File: config.mk
export PLATFORM = sky130hd
export DESIGN_NAME = irq_clint
export DESIGN_NICKNAME = d
export VERILOG_FILES = /design/src/rtl/irq_pkg.sv /design/src/rtl/irq_hart_cmp.sv /design/src/rtl/irq_clint.sv
export SDC_FILE = /design/constraint.sdc
export NUM_CORES = 1
export LEC_CHECK = 0
export BUFFER_PORTS_ARGS = -buffer_cell sky130_fd_sc_hd__buf_2
export CORE_UTILIZATION = 23
export CTS_CLUSTER_SIZE = 16
export DETAILED_ROUTE_END_ITERATION = 7
export GPL_ROUTABILITY_DRIVEN = 1
export HOLD_SLACK_MARGIN = 0.02
export PLACE_DENSITY = 0.39
export REMOVE_ABC_BUFFERS = 1
export SYNTH_ARGS = -nofsm -noshare
export SYNTH_HDL_FRONTEND = slang
export SYNTH_SLANG_ARGS = --single-unit
File: constraint.sdc
create_clock -name clk_in -period 6.3 [get_ports clk_in]
set_input_delay 0.945 -clock clk_in [delete_from_list [all_inputs] [get_ports clk_in]]
set_output_delay 0.945 -clock clk_in [all_outputs]
set_load 0.02 [all_outputs]
File: src/rtl/irq_pkg.sv
// Shared constants, register-select enum and address decoder for the CLINT-style
// timer/software interrupt block.
package irq_pkg;

    localparam int unsigned MAX_HARTS     = 16;
    localparam logic [31:0] MSIP_BASE     = 32'h0000_0000;
    localparam logic [31:0] MTIMECMP_BASE = 32'h0000_4000;
    localparam logic [31:0] MTIME_LO      = 32'h0000_BFF8;
    localparam logic [31:0] MTIME_HI      = 32'h0000_BFFC;

    typedef enum logic [2:0] {
        NONE,
        MSIP,
        CMP_LO,
        CMP_HI,
        MT_LO,
        MT_HI
    } irq_reg_sel_t;

    typedef struct packed {
        irq_reg_sel_t sel;
        logic [3:0]   hart;
    } irq_dec_t;

    // Byte address to register select; harts beyond numHarts fall through to NONE.
    function automatic irq_dec_t irq_decode(input logic [31:0] addr, input int unsigned numHarts);
        irq_dec_t    dec;
        logic [31:0] word;
        logic [31:0] msipOff;
        logic [31:0] cmpOff;
        word    = {addr[31:2], 2'b00};
        msipOff = word - MSIP_BASE;
        cmpOff  = word - MTIMECMP_BASE;
        dec.sel  = NONE;
        dec.hart = '0;
        if (word == MTIME_LO) begin
            dec.sel = MT_LO;
        end else if (word == MTIME_HI) begin
            dec.sel = MT_HI;
        end else if (msipOff < 32'(4 * numHarts)) begin
            dec.sel  = MSIP;
            dec.hart = msipOff[5:2];
        end else if (cmpOff < 32'(8 * numHarts)) begin
            dec.sel  = cmpOff[2] ? CMP_HI : CMP_LO;
            dec.hart = cmpOff[6:3];
        end
        return dec;
    endfunction

endpackage

File: src/rtl/irq_hart_cmp.sv
// Per-hart mtimecmp, update lock, msip bit and registered timer compare.
module irq_hart_cmp
    import irq_pkg::*;
(
    input  logic        clk_i,
    input  logic        reset_n_i,
    input  logic        wr_lo_i,
    input  logic        wr_hi_i,
    input  logic        wr_msip_i,
    input  logic [31:0] wr_data_i,
    input  logic [63:0] mtime_i,
    output logic [63:0] mtimecmp_o,
    output logic        sw_irq_o,
    output logic        time_irq_o
);

    logic [63:0] cmp_q, cmp_d;
    logic        lock_q, lock_d;
    logic        swIrq_q, swIrq_d;
    logic        timeIrq_q, timeIrq_d;

    // The lo write arms the lock so a half-updated compare value cannot fire.
    always_comb begin
        cmp_d     = cmp_q;
        lock_d    = lock_q;
        swIrq_d   = swIrq_q;
        timeIrq_d = (mtime_i >= cmp_q) && !lock_q;
        if (wr_lo_i) begin
            cmp_d[31:0] = wr_data_i;
            lock_d      = 1'b1;
        end
        if (wr_hi_i) begin
            cmp_d[63:32] = wr_data_i;
            lock_d       = 1'b0;
        end
        if (wr_msip_i) begin
            swIrq_d = wr_data_i[0];
        end
    end

    always_ff @(posedge clk_i) begin
        if (!reset_n_i) begin
            cmp_q     <= 64'hFFFF_FFFF_FFFF_FFFF;
            lock_q    <= 1'b0;
            swIrq_q   <= 1'b0;
            timeIrq_q <= 1'b0;
        end else begin
            cmp_q     <= cmp_d;
            lock_q    <= lock_d;
            swIrq_q   <= swIrq_d;
            timeIrq_q <= timeIrq_d;
        end
    end

    assign mtimecmp_o = cmp_q;
    assign sw_irq_o   = swIrq_q;
    assign time_irq_o = timeIrq_q;

endmodule

File: src/rtl/irq_clint.sv
// Multi-hart CLINT: shared 64-bit mtime, per-hart mtimecmp/msip behind a word MMR port.
// Optional prescaler enabled by defining IRQ_PRESCALE_EN.
module irq_clint
    import irq_pkg::*;
#(
    parameter int unsigned NUM_HARTS    = 1,
    parameter int unsigned PRESCALE_DIV = 1,
    parameter int unsigned AW           = 16
) (
    input  logic                 clk_in,
    input  logic                 reset_n_in,
    input  logic                 mmr_wr,
    input  logic                 mmr_rd,
    input  logic [AW-1:0]        mmr_addr,
    input  logic [31:0]          mmr_wr_data,
    output logic [31:0]          mmr_rd_data,
    output logic                 mmr_rd_valid,
    output logic [63:0]          mtime,
    output logic [NUM_HARTS-1:0] time_irq,
    output logic [NUM_HARTS-1:0] sw_irq
);

    if (NUM_HARTS < 1 || NUM_HARTS > MAX_HARTS || PRESCALE_DIV < 1 || PRESCALE_DIV > 65535) begin : gParamCheck
        $error("irq_clint: NUM_HARTS or PRESCALE_DIV out of range");
    end

    irq_dec_t                dec;
    logic                    tick;
    logic                    wrMtLo, wrMtHi;
    logic [NUM_HARTS-1:0]    wrMsip, wrCmpLo, wrCmpHi;
    logic [63:0]             cmpVal [NUM_HARTS];
    logic [63:0]             mtime_q, mtime_d;
    logic [31:0]             rdData_q, rdData_d, rdVal;
    logic                    rdValid_q;

    assign dec    = irq_decode(32'(mmr_addr), NUM_HARTS);
    assign wrMtLo = mmr_wr && (dec.sel == MT_LO);
    assign wrMtHi = mmr_wr && (dec.sel == MT_HI);

    always_comb begin
        wrMsip  = '0;
        wrCmpLo = '0;
        wrCmpHi = '0;
        for (int h = 0; h < int'(NUM_HARTS); h++) begin
            if (mmr_wr && dec.hart == 4'(h)) begin
                wrMsip[h]  = (dec.sel == MSIP);
                wrCmpLo[h] = (dec.sel == CMP_LO);
                wrCmpHi[h] = (dec.sel == CMP_HI);
            end
        end
    end

`ifdef IRQ_PRESCALE_EN
    logic [15:0] preCnt_q, preCnt_d;

    // A write to mtime lo restarts the prescale phase so software sees a full period.
    assign tick     = (preCnt_q == 16'(PRESCALE_DIV - 1));
    assign preCnt_d = (wrMtLo || tick) ? 16'd0 : preCnt_q + 16'd1;

    always_ff @(posedge clk_in) begin
        if (!reset_n_in) begin
            preCnt_q <= 16'd0;
        end else begin
            preCnt_q <= preCnt_d;
        end
    end
`else
    assign tick = 1'b1;
`endif

    // Half writes win over the tick and never carry into the other half.
    always_comb begin
        mtime_d = mtime_q;
        if (wrMtLo) begin
            mtime_d[31:0] = mmr_wr_data;
        end else if (wrMtHi) begin
            mtime_d[63:32] = mmr_wr_data;
        end else if (tick) begin
            mtime_d = mtime_q + 64'd1;
        end
    end

    for (genvar h = 0; h < int'(NUM_HARTS); h++) begin : gHart
        irq_hart_cmp uHartCmp (
            .clk_i      (clk_in),
            .reset_n_i  (reset_n_in),
            .wr_lo_i    (wrCmpLo[h]),
            .wr_hi_i    (wrCmpHi[h]),
            .wr_msip_i  (wrMsip[h]),
            .wr_data_i  (mmr_wr_data),
            .mtime_i    (mtime_q),
            .mtimecmp_o (cmpVal[h]),
            .sw_irq_o   (sw_irq[h]),
            .time_irq_o (time_irq[h])
        );
    end

    // Reads sample register state before any same-cycle write lands.
    always_comb begin
        rdVal = '0;
        for (int h = 0; h < int'(NUM_HARTS); h++) begin
            if (dec.hart == 4'(h)) begin
                if (dec.sel == MSIP)   rdVal = {31'b0, sw_irq[h]};
                if (dec.sel == CMP_LO) rdVal = cmpVal[h][31:0];
                if (dec.sel == CMP_HI) rdVal = cmpVal[h][63:32];
            end
        end
        if (dec.sel == MT_LO) rdVal = mtime_q[31:0];
        if (dec.sel == MT_HI) rdVal = mtime_q[63:32];
        rdData_d = mmr_rd ? rdVal : rdData_q;
    end

    always_ff @(posedge clk_in) begin
        if (!reset_n_in) begin
            mtime_q   <= 64'd0;
            rdData_q  <= 32'd0;
            rdValid_q <= 1'b0;
        end else begin
            mtime_q   <= mtime_d;
            rdData_q  <= rdData_d;
            rdValid_q <= mmr_rd;
        end
    end

    assign mtime        = mtime_q;
    assign mmr_rd_data  = rdData_q;
    assign mmr_rd_valid = rdValid_q;

endmodule

==> flow_metrics.env <==
export IMPL_outcome="completed"
export IMPL_netlist_area_leader_share_pct=32.3
export IMPL_headroom_to_the_max_slew_limit_pct=23.5
export IMPL_synth_seq_area_share_pct=32.3
export IMPL_detailroute_wirelength_met3_um=2080
export IMPL_htree_levels=4
export IMPL_avgSynthCellArea_um2=8.00
export IMPL_inst_count_dp=1926
export IMPL_final_standard_cell_count_with_taps_included_and_fillers_excluded=1958
export IMPL_finalSetupViolCount=0
export IMPL_clock_latency_reported_for_the_late_side_of_the_worst_skew_pair_ns=0.45
export IMPL_power_leakage_nw=5.04
export IMPL_total_met2_wirelength_after_detailed_routing_um=20400
export IMPL_number_of_global_route_vias_before_repair=10100
export IMPL_cts_clk_slew_worst_paths_ns=0.07
export IMPL_design_core_area_um2=43300
export IMPL_num_antenna_cells=0
export IMPL_power_clock_fraction_pct=48.5
export IMPL_cellInternalPower_w=0.00168
export IMPL_via_count=10500
export IMPL_drtAntennaViolNets=0
export IMPL_floorplan_die_width_um=212
export IMPL_ir_worst_vdd_mv=0.101
export IMPL_placementRows=76
export IMPL_worst_slew_pin_transition_ns=1.14
export IMPL_totalNegativeSetupSlack_ns=0
export IMPL_power_share_switching_pct=25.0
export IMPL_cts_buffers_inserted=17
export IMPL_layout_cells_most_common="dfxtp_1"
export IMPL_cts_sink_count=164
export IMPL_place_congestion=0.801
export IMPL_required_ns=6.67
export IMPL_crit_path_start_kind="flop"
export IMPL_synth_seq_cells=164
export IMPL_pwr_density_cell_nw_per_um2=188
export IMPL_routed_top_layer="met4"
export IMPL_die_area_um2=45000
export IMPL_cts_repair_timing_setup_buffer_count=0
export IMPL_grt_overflow=0
export IMPL_critPathCaptureType="flop"
export IMPL_grt_first_pass_wirelength_um=66100
export IMPL_count_of_mapped_cells_out_of_synthesis=1269
export IMPL_dr_first_iter_drc_count=941
export IMPL_clock_tree_buffer_depth=2
export IMPL_crit_fanout=15
export IMPL_synth_async_sr_flop_share_pct=0
export IMPL_max_freq_mhz=270
export IMPL_die_height_um=212
export IMPL_critPathKind="flop to flop"
export IMPL_timing_final_ws_setup_ns=2.59
export IMPL_layout_drive_gt1_share_pct=17.2
export IMPL_fin_worst_skew_ns=0.0142
export IMPL_detail_route_vias_per_cell=5.34
export IMPL_cts_hold_repair_buffers=0
export IMPL_flow_area_growth_from_synthesis_pct=17.9
export IMPL_hold_class="flop to flop"
export IMPL_place_worst_setup_slack_ns=2.38
export IMPL_cts_repair_resize_count=0
export IMPL_worstPathArrival_ns=4.08
export IMPL_share_comb_of_total_power_pct=4.9
export IMPL_maxSlewViolCount=0
export IMPL_port_buffers=148
export IMPL_multi_input_area_um2=6160
export IMPL_power_switching_w=0.000561
export IMPL_maxCapViolCount=0
export IMPL_route_detailed_drc=0
export IMPL_finalHoldViolations=0
export IMPL_finalNetCount=1477
export IMPL_dpl_hpwl_um=30000
export IMPL_routed_wire_length_per_instance_um=22.4
export IMPL_synth_edf_count=0
export IMPL_tritoncts="done"
export IMPL_period_needed_ns=3.71
export IMPL_sequential_cell_area_um2=3280
export IMPL_yosys_top_cells_area="dfxtp_1 32%, ha_1 8.0%, o211ai_1 5.3%"
export IMPL_yosysUniqueCellTypes=69
export IMPL_rsz0062_at_grt="false"
export IMPL_initial_utilization_pct=23.5
export IMPL_pwr_share_seq_pct=46.6
export IMPL_final_cell_mix="164 x dfxtp_1, 147 x buf_2, 135 x nand2_1"
export IMPL_wirelength_um=43900
export IMPL_clockRootBuffer="clkbuf_16"
export IMPL_antenna_found_initial=1
export IMPL_nFillCells=4710
export IMPL_min_period_over_period_pct=58.9
export IMPL_grt_start_max_net_pins=72
export IMPL_synth_largest_area_cell="dfxtp_1"
export IMPL_synth_area_um2=10100
export IMPL_dominant_register_cell_in_the_synthesized_netlist="dfxtp_1"
export IMPL_iteration_count_of_the_initial_detailed_routing_pass=5
export IMPL_drt_met1_wl_um=20600
export IMPL_yosys_warnings=0
export IMPL_boundaryPins=151
export IMPL_grt_usage_pct=19.8
[sequential cells by signal, summed over array words and instances (netlist names)]
name                       count
gHart.uHartCmp.mtimecmp_o     64
mtime                         64
gHart.uHartCmp.lock_q          1
mmr_rd_valid                   1
gHart.uHartCmp.time_irq_o      1
gHart.uHartCmp.sw_irq_o        1
mmr_rd_data                   32
[stage by stage]
step	hold WS (ns)	cell area [um^2]	util [%]	total power (W)
6_report	0.450	12000	27.7	0.00225
5_1_grt	0.476	12000	27.7	0.00233
4_1_cts	0.453	12000	27.7	0.00228
3_5_place_dp	0.442	11400	26.3	0.00118
3_3_place_gp	0.432	11400	26.3	0.00118
2_1_floorplan	0.400	9700	-	0.00110
[synthesized netlist by cell type (4+ instances only)]
master	n
nand3b_1	35
dfxtp_1	164
a21oi_1	63
inv_1	75
a311oi_1	5
a21o_1	12
a31oi_1	22
a211oi_1	8
o211ai_1	72
o21ai_0	99
nor2_1	47
a41oi_1	4
a22oi_1	17
clkbuf_1	70
o221a_2	4
nand4b_1	4
nand3_1	47
o21a_1	11
clkbuf_8	5
nand4_1	31
o31ai_1	36
or3_1	12
buf_2	6
nor3_1	28
nor4_1	18
a22o_1	4
and2_1	12
o22ai_1	6
nand2_1	136
mux2i_1	9
and3_1	14
o31a_1	6
and4_1	12
ha_1	65
buf_1	16
a221oi_1	4
a222oi_1	33
or4_1	6
[final cells by class]
type,instances,share of cell area [%]
multi-input cells,929,51.5
flip-flops and latches,164,27.4
well taps,585,6.11
repair buffers,172,7.71
clock buffers,24,4.02
clock inverters,8,0.836
inverters,76,2.38
[worst paths after layout]
path	from	to	slack, ns	cells after the start
worst max-delay path	mtime[3]	mtime[63]	2.59	6
worst min-delay path	gHart[0].uHartCmp.lock_q	gHart[0].uHartCmp.time_irq_o	0.45	1
worst max register to register	mtime[3]	mtime[63]	2.59	6
worst min register to register	gHart[0].uHartCmp.lock_q	gHart[0].uHartCmp.time_irq_o	0.45	1
[power by group through the flow]
stage / clock [W] / combinational [W] / sequential [W]
2_1_floorplan: 0 / 0.0000278 / 0.00107
3_3_place_gp: 0 / 0.000112 / 0.00107
3_5_place_dp: 0 / 0.000113 / 0.00107
4_1_cts: 0.00113 / 0.000113 / 0.00105
5_1_grt: 0.00116 / 0.000121 / 0.00105
6_report: 0.00109 / 0.000110 / 0.00105
[metal layers]
metal / vias to the layer above / track usage (%)
li1: 5017 / -
met1: 5107 / 26.9
met2: 291 / 32.2
met3: 44 / 2.95
met4: 0 / 5.65
met5: - / 0
[logic make-up after synthesis]
group | Yosys count | synth area share, %
compound gates | 423 | 28.4
fa+ha+maj | 65 | 8.01
flops | 164 | 32.3
buf+inv | 176 | 7.26
simple gates | 430 | 22.9
mux | 11 | 1.11
[worst max-delay path: stages (launching register included)]
cell     delay, ns
dfxtp_1       0.53
and4_1        0.35
nand3_2       0.41
nor4_4        0.97
nand4_1       0.58
or4_1         0.62
a31oi_1       0.16
No activity file was read; power rests on OpenSTA's default activity.
